$ cat config.mk
export PLATFORM = sky130hd
export DESIGN_NAME = hwpe_eai_slave_if_flat
export DESIGN_NICKNAME = d
export VERILOG_FILES = /design/src/rtl/hwpe_eai_slave_if_if.sv /design/src/rtl/hwpe_eai_slave_if.sv /design/src/flat_wrapper.sv
export SDC_FILE = /design/constraint.sdc
export NUM_CORES = 1
export LEC_CHECK = 0
export CAP_MARGIN = 40
export CORE_MARGIN = 5
export CORE_UTILIZATION = 26
export DETAILED_ROUTE_END_ITERATION = 6
export SETUP_SLACK_MARGIN = 0.5
export SYNTH_ARGS = -nofsm -noshare
export SYNTH_HDL_FRONTEND = slang
export SYNTH_SLANG_ARGS = --single-unit
$ cat constraint.sdc
create_clock -name clk -period 8.45 [get_ports clk]
set_clock_uncertainty 0.15 [all_clocks]
set_input_delay 0.845 -clock clk [delete_from_list [all_inputs] [get_ports clk]]
set_output_delay 0.845 -clock clk [all_outputs]
set_load 0.01 [all_outputs]
$ cat src/rtl/hwpe_eai_slave_if_if.sv
`default_nettype none
// ============================================================================
//  Module   : hwpe_eai_slave_if_if
//  Brief    : EAI request/response, decoder command and completion bundle.
//  Revision : 1.0
// ============================================================================
interface hwpe_eai_slave_if_if #(
    parameter int ITAG_W = 2,
    parameter int DATA_W = 32
);
    logic              eai_req_valid;
    logic              eai_req_ready;
    logic [DATA_W-1:0] eai_req_instr;
    logic [DATA_W-1:0] eai_req_rs1;
    logic [DATA_W-1:0] eai_req_rs2;
    logic [ITAG_W-1:0] eai_req_itag;
    logic              eai_rsp_valid;
    logic              eai_rsp_ready;
    logic [DATA_W-1:0] eai_rsp_wdat;
    logic [ITAG_W-1:0] eai_rsp_itag;
    logic              eai_rsp_err;
    logic              cmd_valid;
    logic              cmd_ready;
    logic [DATA_W-1:0] cmd_instr;
    logic [DATA_W-1:0] cmd_rs1;
    logic [DATA_W-1:0] cmd_rs2;
    logic              done_valid;
    logic              done_ready;
    logic [DATA_W-1:0] done_wdat;

    modport slave (
        input  eai_req_valid, eai_req_instr, eai_req_rs1, eai_req_rs2, eai_req_itag,
        output eai_req_ready,
        output eai_rsp_valid, eai_rsp_wdat, eai_rsp_itag, eai_rsp_err,
        input  eai_rsp_ready,
        output cmd_valid, cmd_instr, cmd_rs1, cmd_rs2,
        input  cmd_ready,
        input  done_valid, done_wdat,
        output done_ready
    );

    modport master (
        output eai_req_valid, eai_req_instr, eai_req_rs1, eai_req_rs2, eai_req_itag,
        input  eai_req_ready,
        input  eai_rsp_valid, eai_rsp_wdat, eai_rsp_itag, eai_rsp_err,
        output eai_rsp_ready,
        input  cmd_valid, cmd_instr, cmd_rs1, cmd_rs2,
        output cmd_ready,
        output done_valid, done_wdat,
        input  done_ready
    );
endinterface
`default_nettype wire

$ cat src/rtl/hwpe_eai_slave_if.sv
`default_nettype none
// ============================================================================
//  Module   : hwpe_eai_slave_if
//  Brief    : EAI responder; forwards legal instructions to the decoder and
//             returns one in-order response per accepted instruction.
//  Revision : 1.0
// ============================================================================
module hwpe_eai_slave_if #(
    parameter int DEPTH  = 4,
    parameter int ITAG_W = 2,
    parameter int DATA_W = 32
) (
    input  logic                clk,
    input  logic                rst,
    hwpe_eai_slave_if_if.slave  bus
);
    localparam int                c_ptr_w    = $clog2(DEPTH);
    localparam logic [c_ptr_w-1:0] c_ptr_one = c_ptr_w'(1);
    localparam logic [c_ptr_w:0]   c_cnt_one = (c_ptr_w + 1)'(1);
    localparam logic [c_ptr_w:0]   c_cnt_full = (c_ptr_w + 1)'(DEPTH);

    // Outstanding-instruction FIFO: {itag, xd, illegal} per accepted request
    logic [ITAG_W-1:0]  r_fifo_tag [DEPTH];
    logic [DEPTH-1:0]   r_fifo_xd;
    logic [DEPTH-1:0]   r_fifo_ill;
    logic [c_ptr_w-1:0] r_wr_ptr;
    logic [c_ptr_w-1:0] r_rd_ptr;
    logic [c_ptr_w:0]   r_count;

    logic               r_cmd_valid;
    logic [DATA_W-1:0]  r_cmd_instr;
    logic [DATA_W-1:0]  r_cmd_rs1;
    logic [DATA_W-1:0]  r_cmd_rs2;

    logic               r_rsp_valid;
    logic [DATA_W-1:0]  r_rsp_wdat;
    logic [ITAG_W-1:0]  r_rsp_itag;
    logic               r_rsp_err;

    logic [6:0]         w_opcode;
    logic               w_legal;
    logic               w_xd;
    logic               w_full;
    logic               w_empty;
    logic               w_req_ready;
    logic               w_push;
    logic               w_head_ill;
    logic               w_head_xd;
    logic [ITAG_W-1:0]  w_head_tag;
    logic               w_rsp_free;
    logic               w_done_ready;
    logic               w_rsp_load;

    assign w_opcode = bus.eai_req_instr[6:0];
    assign w_xd     = bus.eai_req_instr[14];
    assign w_legal  = (w_opcode == 7'h0B) || (w_opcode == 7'h2B) ||
                      (w_opcode == 7'h5B) || (w_opcode == 7'h7B);

    assign w_full  = (r_count == c_cnt_full);
    assign w_empty = (r_count == '0);

    // Ready depends only on registered occupancy, so a pop never frees a slot combinationally
    assign w_req_ready = !rst && !w_full && (!r_cmd_valid || bus.cmd_ready);
    assign w_push      = bus.eai_req_valid && w_req_ready;

    assign w_head_tag = r_fifo_tag[r_rd_ptr];
    assign w_head_xd  = r_fifo_xd[r_rd_ptr];
    assign w_head_ill = r_fifo_ill[r_rd_ptr];

    assign w_rsp_free   = !r_rsp_valid || bus.eai_rsp_ready;
    assign w_done_ready = !rst && !w_empty && !w_head_ill && w_rsp_free;
    assign w_rsp_load   = !rst && !w_empty && w_rsp_free &&
                          (w_head_ill || bus.done_valid);

    always_ff @(posedge clk) begin
        if (rst) begin
            r_wr_ptr <= '0;
            r_rd_ptr <= '0;
            r_count  <= '0;
        end else begin
            if (w_push) begin
                r_wr_ptr <= r_wr_ptr + c_ptr_one;
            end
            if (w_rsp_load) begin
                r_rd_ptr <= r_rd_ptr + c_ptr_one;
            end
            case ({w_push, w_rsp_load})
                2'b10:   r_count <= r_count + c_cnt_one;
                2'b01:   r_count <= r_count - c_cnt_one;
                default: r_count <= r_count;
            endcase
        end
    end

    always_ff @(posedge clk) begin
        if (w_push) begin
            r_fifo_tag[r_wr_ptr] <= bus.eai_req_itag;
            r_fifo_xd[r_wr_ptr]  <= w_xd;
            r_fifo_ill[r_wr_ptr] <= !w_legal;
        end
    end

    always_ff @(posedge clk) begin
        if (rst) begin
            r_cmd_valid <= 1'b0;
            r_cmd_instr <= '0;
            r_cmd_rs1   <= '0;
            r_cmd_rs2   <= '0;
        end else if (w_push && w_legal) begin
            r_cmd_valid <= 1'b1;
            r_cmd_instr <= bus.eai_req_instr;
            r_cmd_rs1   <= bus.eai_req_rs1;
            r_cmd_rs2   <= bus.eai_req_rs2;
        end else if (r_cmd_valid && bus.cmd_ready) begin
            r_cmd_valid <= 1'b0;
        end
    end

    always_ff @(posedge clk) begin
        if (rst) begin
            r_rsp_valid <= 1'b0;
            r_rsp_wdat  <= '0;
            r_rsp_itag  <= '0;
            r_rsp_err   <= 1'b0;
        end else if (w_rsp_load) begin
            r_rsp_valid <= 1'b1;
            r_rsp_itag  <= w_head_tag;
            r_rsp_err   <= w_head_ill;
            r_rsp_wdat  <= (w_head_ill || !w_head_xd) ? '0 : bus.done_wdat;
        end else if (bus.eai_rsp_ready) begin
            r_rsp_valid <= 1'b0;
        end
    end

    assign bus.eai_req_ready = w_req_ready;
    assign bus.eai_rsp_valid = r_rsp_valid;
    assign bus.eai_rsp_wdat  = r_rsp_wdat;
    assign bus.eai_rsp_itag  = r_rsp_itag;
    assign bus.eai_rsp_err   = r_rsp_err;
    assign bus.cmd_valid     = r_cmd_valid;
    assign bus.cmd_instr     = r_cmd_instr;
    assign bus.cmd_rs1       = r_cmd_rs1;
    assign bus.cmd_rs2       = r_cmd_rs2;
    assign bus.done_ready    = w_done_ready;

endmodule
`default_nettype wire

$ cat src/flat_wrapper.sv
// flat-port wrapper written by rule: the top's interface ports become plain ports
module hwpe_eai_slave_if_flat 
#(
    parameter int DEPTH  = 4,
    parameter int ITAG_W = 2,
    parameter int DATA_W = 32
)
  (clk, rst, bus_eai_req_valid, bus_eai_req_instr, bus_eai_req_rs1, bus_eai_req_rs2, bus_eai_req_itag, bus_eai_req_ready, bus_eai_rsp_valid, bus_eai_rsp_wdat, bus_eai_rsp_itag, bus_eai_rsp_err, bus_eai_rsp_ready, bus_cmd_valid, bus_cmd_instr, bus_cmd_rs1, bus_cmd_rs2, bus_cmd_ready, bus_done_valid, bus_done_wdat, bus_done_ready);
  hwpe_eai_slave_if_if #(.ITAG_W(ITAG_W), .DATA_W(DATA_W)) bus_i ();
  input  logic clk;
  input  logic rst;
  input wire logic [$bits(bus_i.eai_req_valid)-1:0] bus_eai_req_valid;
  input wire logic [$bits(bus_i.eai_req_instr)-1:0] bus_eai_req_instr;
  input wire logic [$bits(bus_i.eai_req_rs1)-1:0] bus_eai_req_rs1;
  input wire logic [$bits(bus_i.eai_req_rs2)-1:0] bus_eai_req_rs2;
  input wire logic [$bits(bus_i.eai_req_itag)-1:0] bus_eai_req_itag;
  output wire logic [$bits(bus_i.eai_req_ready)-1:0] bus_eai_req_ready;
  output wire logic [$bits(bus_i.eai_rsp_valid)-1:0] bus_eai_rsp_valid;
  output wire logic [$bits(bus_i.eai_rsp_wdat)-1:0] bus_eai_rsp_wdat;
  output wire logic [$bits(bus_i.eai_rsp_itag)-1:0] bus_eai_rsp_itag;
  output wire logic [$bits(bus_i.eai_rsp_err)-1:0] bus_eai_rsp_err;
  input wire logic [$bits(bus_i.eai_rsp_ready)-1:0] bus_eai_rsp_ready;
  output wire logic [$bits(bus_i.cmd_valid)-1:0] bus_cmd_valid;
  output wire logic [$bits(bus_i.cmd_instr)-1:0] bus_cmd_instr;
  output wire logic [$bits(bus_i.cmd_rs1)-1:0] bus_cmd_rs1;
  output wire logic [$bits(bus_i.cmd_rs2)-1:0] bus_cmd_rs2;
  input wire logic [$bits(bus_i.cmd_ready)-1:0] bus_cmd_ready;
  input wire logic [$bits(bus_i.done_valid)-1:0] bus_done_valid;
  input wire logic [$bits(bus_i.done_wdat)-1:0] bus_done_wdat;
  output wire logic [$bits(bus_i.done_ready)-1:0] bus_done_ready;
  assign bus_i.eai_req_valid = bus_eai_req_valid;
  assign bus_i.eai_req_instr = bus_eai_req_instr;
  assign bus_i.eai_req_rs1 = bus_eai_req_rs1;
  assign bus_i.eai_req_rs2 = bus_eai_req_rs2;
  assign bus_i.eai_req_itag = bus_eai_req_itag;
  assign bus_eai_req_ready = bus_i.eai_req_ready;
  assign bus_eai_rsp_valid = bus_i.eai_rsp_valid;
  assign bus_eai_rsp_wdat = bus_i.eai_rsp_wdat;
  assign bus_eai_rsp_itag = bus_i.eai_rsp_itag;
  assign bus_eai_rsp_err = bus_i.eai_rsp_err;
  assign bus_i.eai_rsp_ready = bus_eai_rsp_ready;
  assign bus_cmd_valid = bus_i.cmd_valid;
  assign bus_cmd_instr = bus_i.cmd_instr;
  assign bus_cmd_rs1 = bus_i.cmd_rs1;
  assign bus_cmd_rs2 = bus_i.cmd_rs2;
  assign bus_i.cmd_ready = bus_cmd_ready;
  assign bus_i.done_valid = bus_done_valid;
  assign bus_i.done_wdat = bus_done_wdat;
  assign bus_done_ready = bus_i.done_ready;
  hwpe_eai_slave_if #(.DEPTH(DEPTH), .ITAG_W(ITAG_W), .DATA_W(DATA_W)) u_core (.clk(clk), .rst(rst), .bus(bus_i));
endmodule
# Yosys cells after proc, flatten, opt, wreduce, memory -nomap -nowiden
# Memory sizes are Yosys's and may differ from the RTL's. A register that Yosys moved wholly into a read port is not among the register bits.
# Cells that the tools add are included.
dict set report word_totals {
  regBits 146
  out_inout_bits 135
  input_bits 136
  ram_bits 8
  n_memories 1
  word_cells 73
}
dict set report classes {
  n_reduce_logical 30
  addsub 4
  magnitude_cmp 3
  n_eq_ne 7
  muxes 16
}
# name words width rd rd_clocked_by_memory_dff write_ports line
set memory_table {}
lappend memory_table {u_core.r_fifo_tag 4 2 1 1 1 hwpe_eai_slave_if.sv:23} ;# logic [ITAG_W-1:0] r_fifo_tag [DEPTH];
# cell count
set op_table {}
lappend op_table {{$mux 32} 1}
lappend op_table {{$eq 7x7->1 const B} 2}
lappend op_table {{$logic_and 1x1->1} 11}
lappend op_table {{$mux 1} 9}
lappend op_table {{$bwmux 4} 2}
lappend op_table {{$logic_not 1->1} 8}
lappend op_table {{$eq 7x4->1 const B} 1}
lappend op_table {{$eq 7x6->1 const B} 1}
lappend op_table {{$logic_or 1x1->1} 7}
lappend op_table {{$lt 2x3->1 const B} 2}
lappend op_table {{$pmux 3 s2} 1}
lappend op_table {{$reduce_bool 2->1} 3}
lappend op_table {{$add 2x1->2 const B} 2}
lappend op_table {{$bmux 1 s2} 2}
lappend op_table {{$add 3x1->3 const B} 1}
lappend op_table {{$eq 3x3->1 const B} 1}
lappend op_table {{$logic_not 3->1} 1}
lappend op_table {{$sub 3x1->3 const B} 1}
lappend op_table {{$demux 1 s2} 1}
lappend op_table {{$eq 2x1->1 const B} 1}
lappend op_table {{$eq 2x2->1 const B} 1}
lappend op_table {{$ge 2x1->1 const B} 1}

# Depth between registers and ports, before layout
dict set report logic_depth {
  depth_word 7
  ltp_mapped 12
}

# Worst setup path after synthesis
# Ideal clock, no wire load.
dict set report synth_timing {
  path_kind {in2reg}
  startpoint {input port bus_cmd_ready}
  endpoint {register u_core.r_count[2]}
  arrival_ns 2.741
  setup_time_ns 0.070
  stages 12
  path_slack_ns 5.489
  n_path_buf 3
  required_time_ns 8.230
  path_cell_list {nand2b_1 -> and4_4 -> buf_6 -> clkinv_2 -> buf_8 -> buf_6 -> ha_1 -> inv_1 -> fa_1 -> xor2_1 -> or3_1 -> a21oi_1}
}
dict set report synth_between {
  elab_chain_cells 5
  word_cells_on_any_way 7
  classes_between {2 x eq/ne; 1 x mux; 4 x reduce/logical}
}
# item line
set synth_rtl {}
lappend synth_rtl {{from (decl)} flat_wrapper.sv:27} ;# input wire logic [$bits(bus_i.cmd_ready)-1:0] bus_cmd_ready;
lappend synth_rtl {{$logic_or 1x1->1 (*)} hwpe_eai_slave_if.sv:63} ;# assign w_req_ready = !rst && !w_full && (!r_cmd_valid || bus.cmd_ready);
lappend synth_rtl {{$logic_and 1x1->1 (*)} hwpe_eai_slave_if.sv:63}
lappend synth_rtl {{$logic_and 1x1->1 (*)} hwpe_eai_slave_if.sv:64} ;# assign w_push = bus.eai_req_valid && w_req_ready;
lappend synth_rtl {{$eq 2x1->1 / $eq 2x2->1 (equally long branches)} hwpe_eai_slave_if.sv:87} ;# case ({w_push, w_rsp_load})
lappend synth_rtl {{$pmux 3 s2 / $reduce_bool 2->1 (equally long branches)} -}
lappend synth_rtl {{to (signal assigned)} hwpe_eai_slave_if.sv:88} ;# 2'b10: r_count <= r_count + c_cnt_one;
lappend synth_rtl {{to (signal assigned)} hwpe_eai_slave_if.sv:89} ;# 2'b01: r_count <= r_count - c_cnt_one;
lappend synth_rtl {{to (signal assigned)} hwpe_eai_slave_if.sv:90} ;# default: r_count <= r_count;
lappend synth_rtl {{to (decl)} hwpe_eai_slave_if.sv:28} ;# logic [c_ptr_w:0] r_count;
# Mark *: on every way between the ends. The rest lies on a longest branch, timed or not.
# A chain may end at the register's enable or synchronous reset.

# Final worst setup path
dict set report layout_timing {
  startpoint {input port bus_eai_rsp_ready}
  endpoint {output port bus_done_ready}
}
dict set report layout_between {
  elab_chain_cells 2
}
# item line
set layout_rtl {}
lappend layout_rtl {{from (decl)} flat_wrapper.sv:22} ;# input wire logic [$bits(bus_i.eai_rsp_ready)-1:0] bus_eai_rsp_ready;
lappend layout_rtl {{$logic_or 1x1->1} hwpe_eai_slave_if.sv:70} ;# assign w_rsp_free = !r_rsp_valid || bus.eai_rsp_ready;
lappend layout_rtl {{$logic_and 1x1->1} hwpe_eai_slave_if.sv:71} ;# assign w_done_ready = !rst && !w_empty && !w_head_ill && w_rsp_free;
lappend layout_rtl {{to (decl)} flat_wrapper.sv:30} ;# output wire logic [$bits(bus_i.done_ready)-1:0] bus_done_ready;
# No other way between the ends.

==> summary.md <==
| Metric | Value |
|---|---|
| Die width | 161 um |
| Cell Area, Synth | about 0.0059 mm2 |
| Worst slew margin relative to its limit | 0.481 |
| Number of buffers on the longest clock path | 2 |
| H-tree levels | 4 |
| Least-Margin Pin Slew | 0.778 ns |
| Area share of fa/ha/maj cells after synthesis | 0.0140 |
| Post-route core utilization | 0.414 |
| Post-route minimum period | 3.42 ns |
| Number of hold buffers added after CTS | 0 |
| Iteration-0 DRC Markers | 311 |
| Most frequent cells in the layout | clkdlybuf4s50_1 (269), dfxtp_1 (140), a21oi_1 (97) |
| Req. time, crit path | around 7.5 ns |
| Mux cell area share after synthesis | 0.0212 |
| Initial antenna violation count | 0 |
| Most common library cell in the layout ignoring fill and taps | clkdlybuf4s50_1 |
| Maximum number of pins on one net before global-route repair | slightly above 70 |
| Die Footprint | 0.0258 mm2 |
| Synth Area in Compound Gates | 0.220 |
| Gate count after technology mapping | 605 |
| TritonCTS clock tree | yes |
| Total count of hold-check failures in the final report | 0 |
| PostCTS Resize Cnt | 0 |
| Post-placement cell count | 1,108 |
| Final setup TNS | 0 ns |
| Placer's final routability congestion estimate | between 0.7 and 0.8 |
| HPWL after detailed placement | 13.1 mm |
| Count of input and output buffers | 270 |
| Global-route wire length before repair | slightly above 30 mm |
| Count of max-cap constraint violations | 0 |
| Number of top-level pins | 271 |
| Worst Reg2Reg Path Length in Cells | 9 |
| Hold WC Path Type | flip-flop to flip-flop |
| Worst setup path startpoint | bus_eai_rsp_ready |
| Fraction of final layout cells sized beyond drive strength 1 | 0.0562 |
| Multi-input gate area in the final layout | 0.00222 mm2 |
| Register clock-pin slew on the reported worst setup and hold paths | 0.07 ns |
| Top area cells in the synthesized netlist | dfxtp_1 (47%), a21oi_1 (8.2%), edfxtp_1 (8.1%) |
| CP Launch Type | primary input |
| Maximum ir drop on the vdd rail | 0.000121 V |
| Area delta synth->final | 57.5% |
| Register area share after synthesis | 0.556 |
| XOR/XNOR share of the synthesized area | 0.00593 |
| Gr ovfl total | 0 |
| Clock tree sinks | roughly 160 |
| Library cells used by synthesis | 40 |
| Outcome | finished, final reports clean |
| DRT antenna net count | 0 |
| Crit-path max FO | 6 |
| Total power divided by cell area | 196 mW/mm2 |
| Share of synthesized flip-flops with an asynchronous set or reset | 0 |
| GRT Overall Usage | 0.144 |
| Portion of synthesized cell area occupied by the leading cell type | 0.474 |
| Count of nets after finishing | 984 |
| Slew Limit Fails | 0 |
| Simple-gate portion of the synthesized area | 0.115 |
| Category of the most critical setup path | primary input to output pin |
| Antenna Diode Count | 0 |
| DRT Wirelength | 19.5 mm |
| Fin crit share | 0.404 |
| FILL cells | 2,228 |
| End of the critical path | bus_done_ready |
| Endpoint kind of the worst setup timing path | output pin |
| Total number of yosys warnings | 0 |
| Number of flops mapped to enable cells by yosys | 16 |
| End of the worst register-to-register path | u_core.r_count[2] |
| Post-synthesis cell type with the largest combined area | dfxtp_1 |
| Row count | 55 |
| Number of buffers created by CTS | 17 |
| Leakage power | around 0.0031 uW |
| Reg-to-reg startpoint | u_core.r_rd_ptr[0] |
| Overall via count from detail_route | between 5,000 and 6,000 |
| Setup slack of the worst register-to-register path | between 5 and 6 ns |
| Drt via density | between 4 and 5 |
| Arrival time of data at the critical path endpoint | 2.42 ns |
| Number of cells in the finished layout apart from fillers | 1,139 |
| Number of endpoints failing setup at the final stage | 0 |
| Post-Synthesis Net Count | 747 |
| Detail-routed net length per standard cell | between 15 and 20 um |
| Fmax | 293 MHz |
| Core area | about 0.023 mm2 |
| Leading register cell type out of synthesis | dfxtp_1 |
| Register area | 0.00328 mm2 |
| Yosys reg bits | 156 |
| Mean cell area of the mapped netlist | 9.77 um2 |
| Clk Tree Root Cell | clkbuf_16 |
| Clock Latency Late Sink | between 0.4 and 0.5 ns |
| Effective utilization at floorplan | 0.263 |
| Power, Total | 1820 uW |
| Number of global-route vias before repair | around 5,400 |
| Number of iterations in the first detailed-routing pass | 5 |
| Dominant combinational cell family by area after synthesis | compound AO/OA/AOI/OAI gates |
| Overall die height | 161 um |
| RSZ-0062 raised after global routing | no |
| DRC violation count after routing | 0 |
| Post CTS Setup Buffer Count | 0 |
==> final cells by class <==
cell class	instances	area share
clock buffer	19	0.0476
clock inverter	12	0.0147
inverter	9	0.00376
multi-input combinational	379	0.239
sequential	156	0.353
tap	285	0.0383
timing repair buffer	279	0.304
==> critical path: stages <==
cell	delay, ns
clkdlybuf4s50_1	0.46
nor2b_1	0.06
or3_4	0.38
nor2_1	0.12
clkdlybuf4s50_1	0.56
==> how the worst min path moves through the flow <==
stage	start	end	slack, ns	cells after the start
final	u_core.bus.cmd_instr[4]	u_core.bus.cmd_instr[4]	0.32	2
after global routing	u_core.bus.eai_rsp_wdat[10]	u_core.bus.eai_rsp_wdat[10]	0.34	1
after CTS	u_core.bus.cmd_rs1[9]	u_core.bus.cmd_rs1[9]	0.32	2
after floorplan	u_core.r_count[2]	u_core.r_count[2]	0.32	2
after detailed placement	u_core.bus.cmd_instr[1]	u_core.bus.cmd_instr[1]	0.31	1
after global placement	u_core.bus.cmd_instr[6]	u_core.bus.cmd_instr[6]	0.31	2
==> where the power goes <==
group | internal [uW] | switching [uW] | leakage (uW)
sequential | 772 | 21.6 | 0.00127
combinational | 134 | 129 | 0.00155
clock | 445 | 319 | 0.000273
total | 1350 | 470 | 0.00310
==> cell usage after synthesis (4+ instances only) <==
cell        n
dfxtp_1   140
a21oi_1    97
nand3_1    93
o21ai_1    54
o21ai_0    42
a22o_1     33
clkbuf_1   26
buf_6      16
edfxtp_1   16
buf_1      11
nand2_1     9
inv_1       8
nor2_1      8
buf_2       5
ha_1        5
mux2i_1     5
and2_1      4
o21a_1      4
==> cells by family (layout without fill, tap and decap cells) <==
group | count (synthesis) | in the layout
fa+ha+maj | 6 | 6
mux | 8 | 8
xor+xnor | 4 | 4
compound gates | 232 | 232
flops | 156 | 156
buf+inv | 70 | 319
simple gates | 129 | 129
==> registers in the layout (all words and copies together) (netlist names) <==
signal                    cells
u_core.bus.cmd_instr         32
u_core.bus.cmd_rs1           32
u_core.bus.cmd_rs2           32
u_core.bus.cmd_valid          1
u_core.bus.eai_rsp_err        1
u_core.bus.eai_rsp_itag       2
u_core.bus.eai_rsp_valid      1
u_core.bus.eai_rsp_wdat      32
u_core.r_count                3
u_core.r_fifo_ill             4
u_core.r_fifo_tag             8
u_core.r_fifo_xd              4
u_core.r_rd_ptr               2
u_core.r_wr_ptr               2
==> layer usage <==
metal / routed length, um / vias up / global-route usage
li1: - / 2656 / -
met1: 8820 / 2550 / 0.186
met2: 8930 / 191 / 0.226
met3: 1410 / 20 / 0.0511
met4: 354 / 0 / 0.0458
met5: 0 / - / 0
==> through the flow <==
step | cell area [um2] | worst slack (ns) | hold slack, ns
global route | 9310 | 4.99 | 0.340
finish | 9310 | 5.03 | 0.323
floorplan | 5910 | 5.49 | 0.316
CTS | 9310 | 5.01 | 0.325
global placement | 8640 | 4.55 | 0.308
detailed placement | 8730 | 4.81 | 0.310
Note: power is estimated with default switching activity, not from simulation.
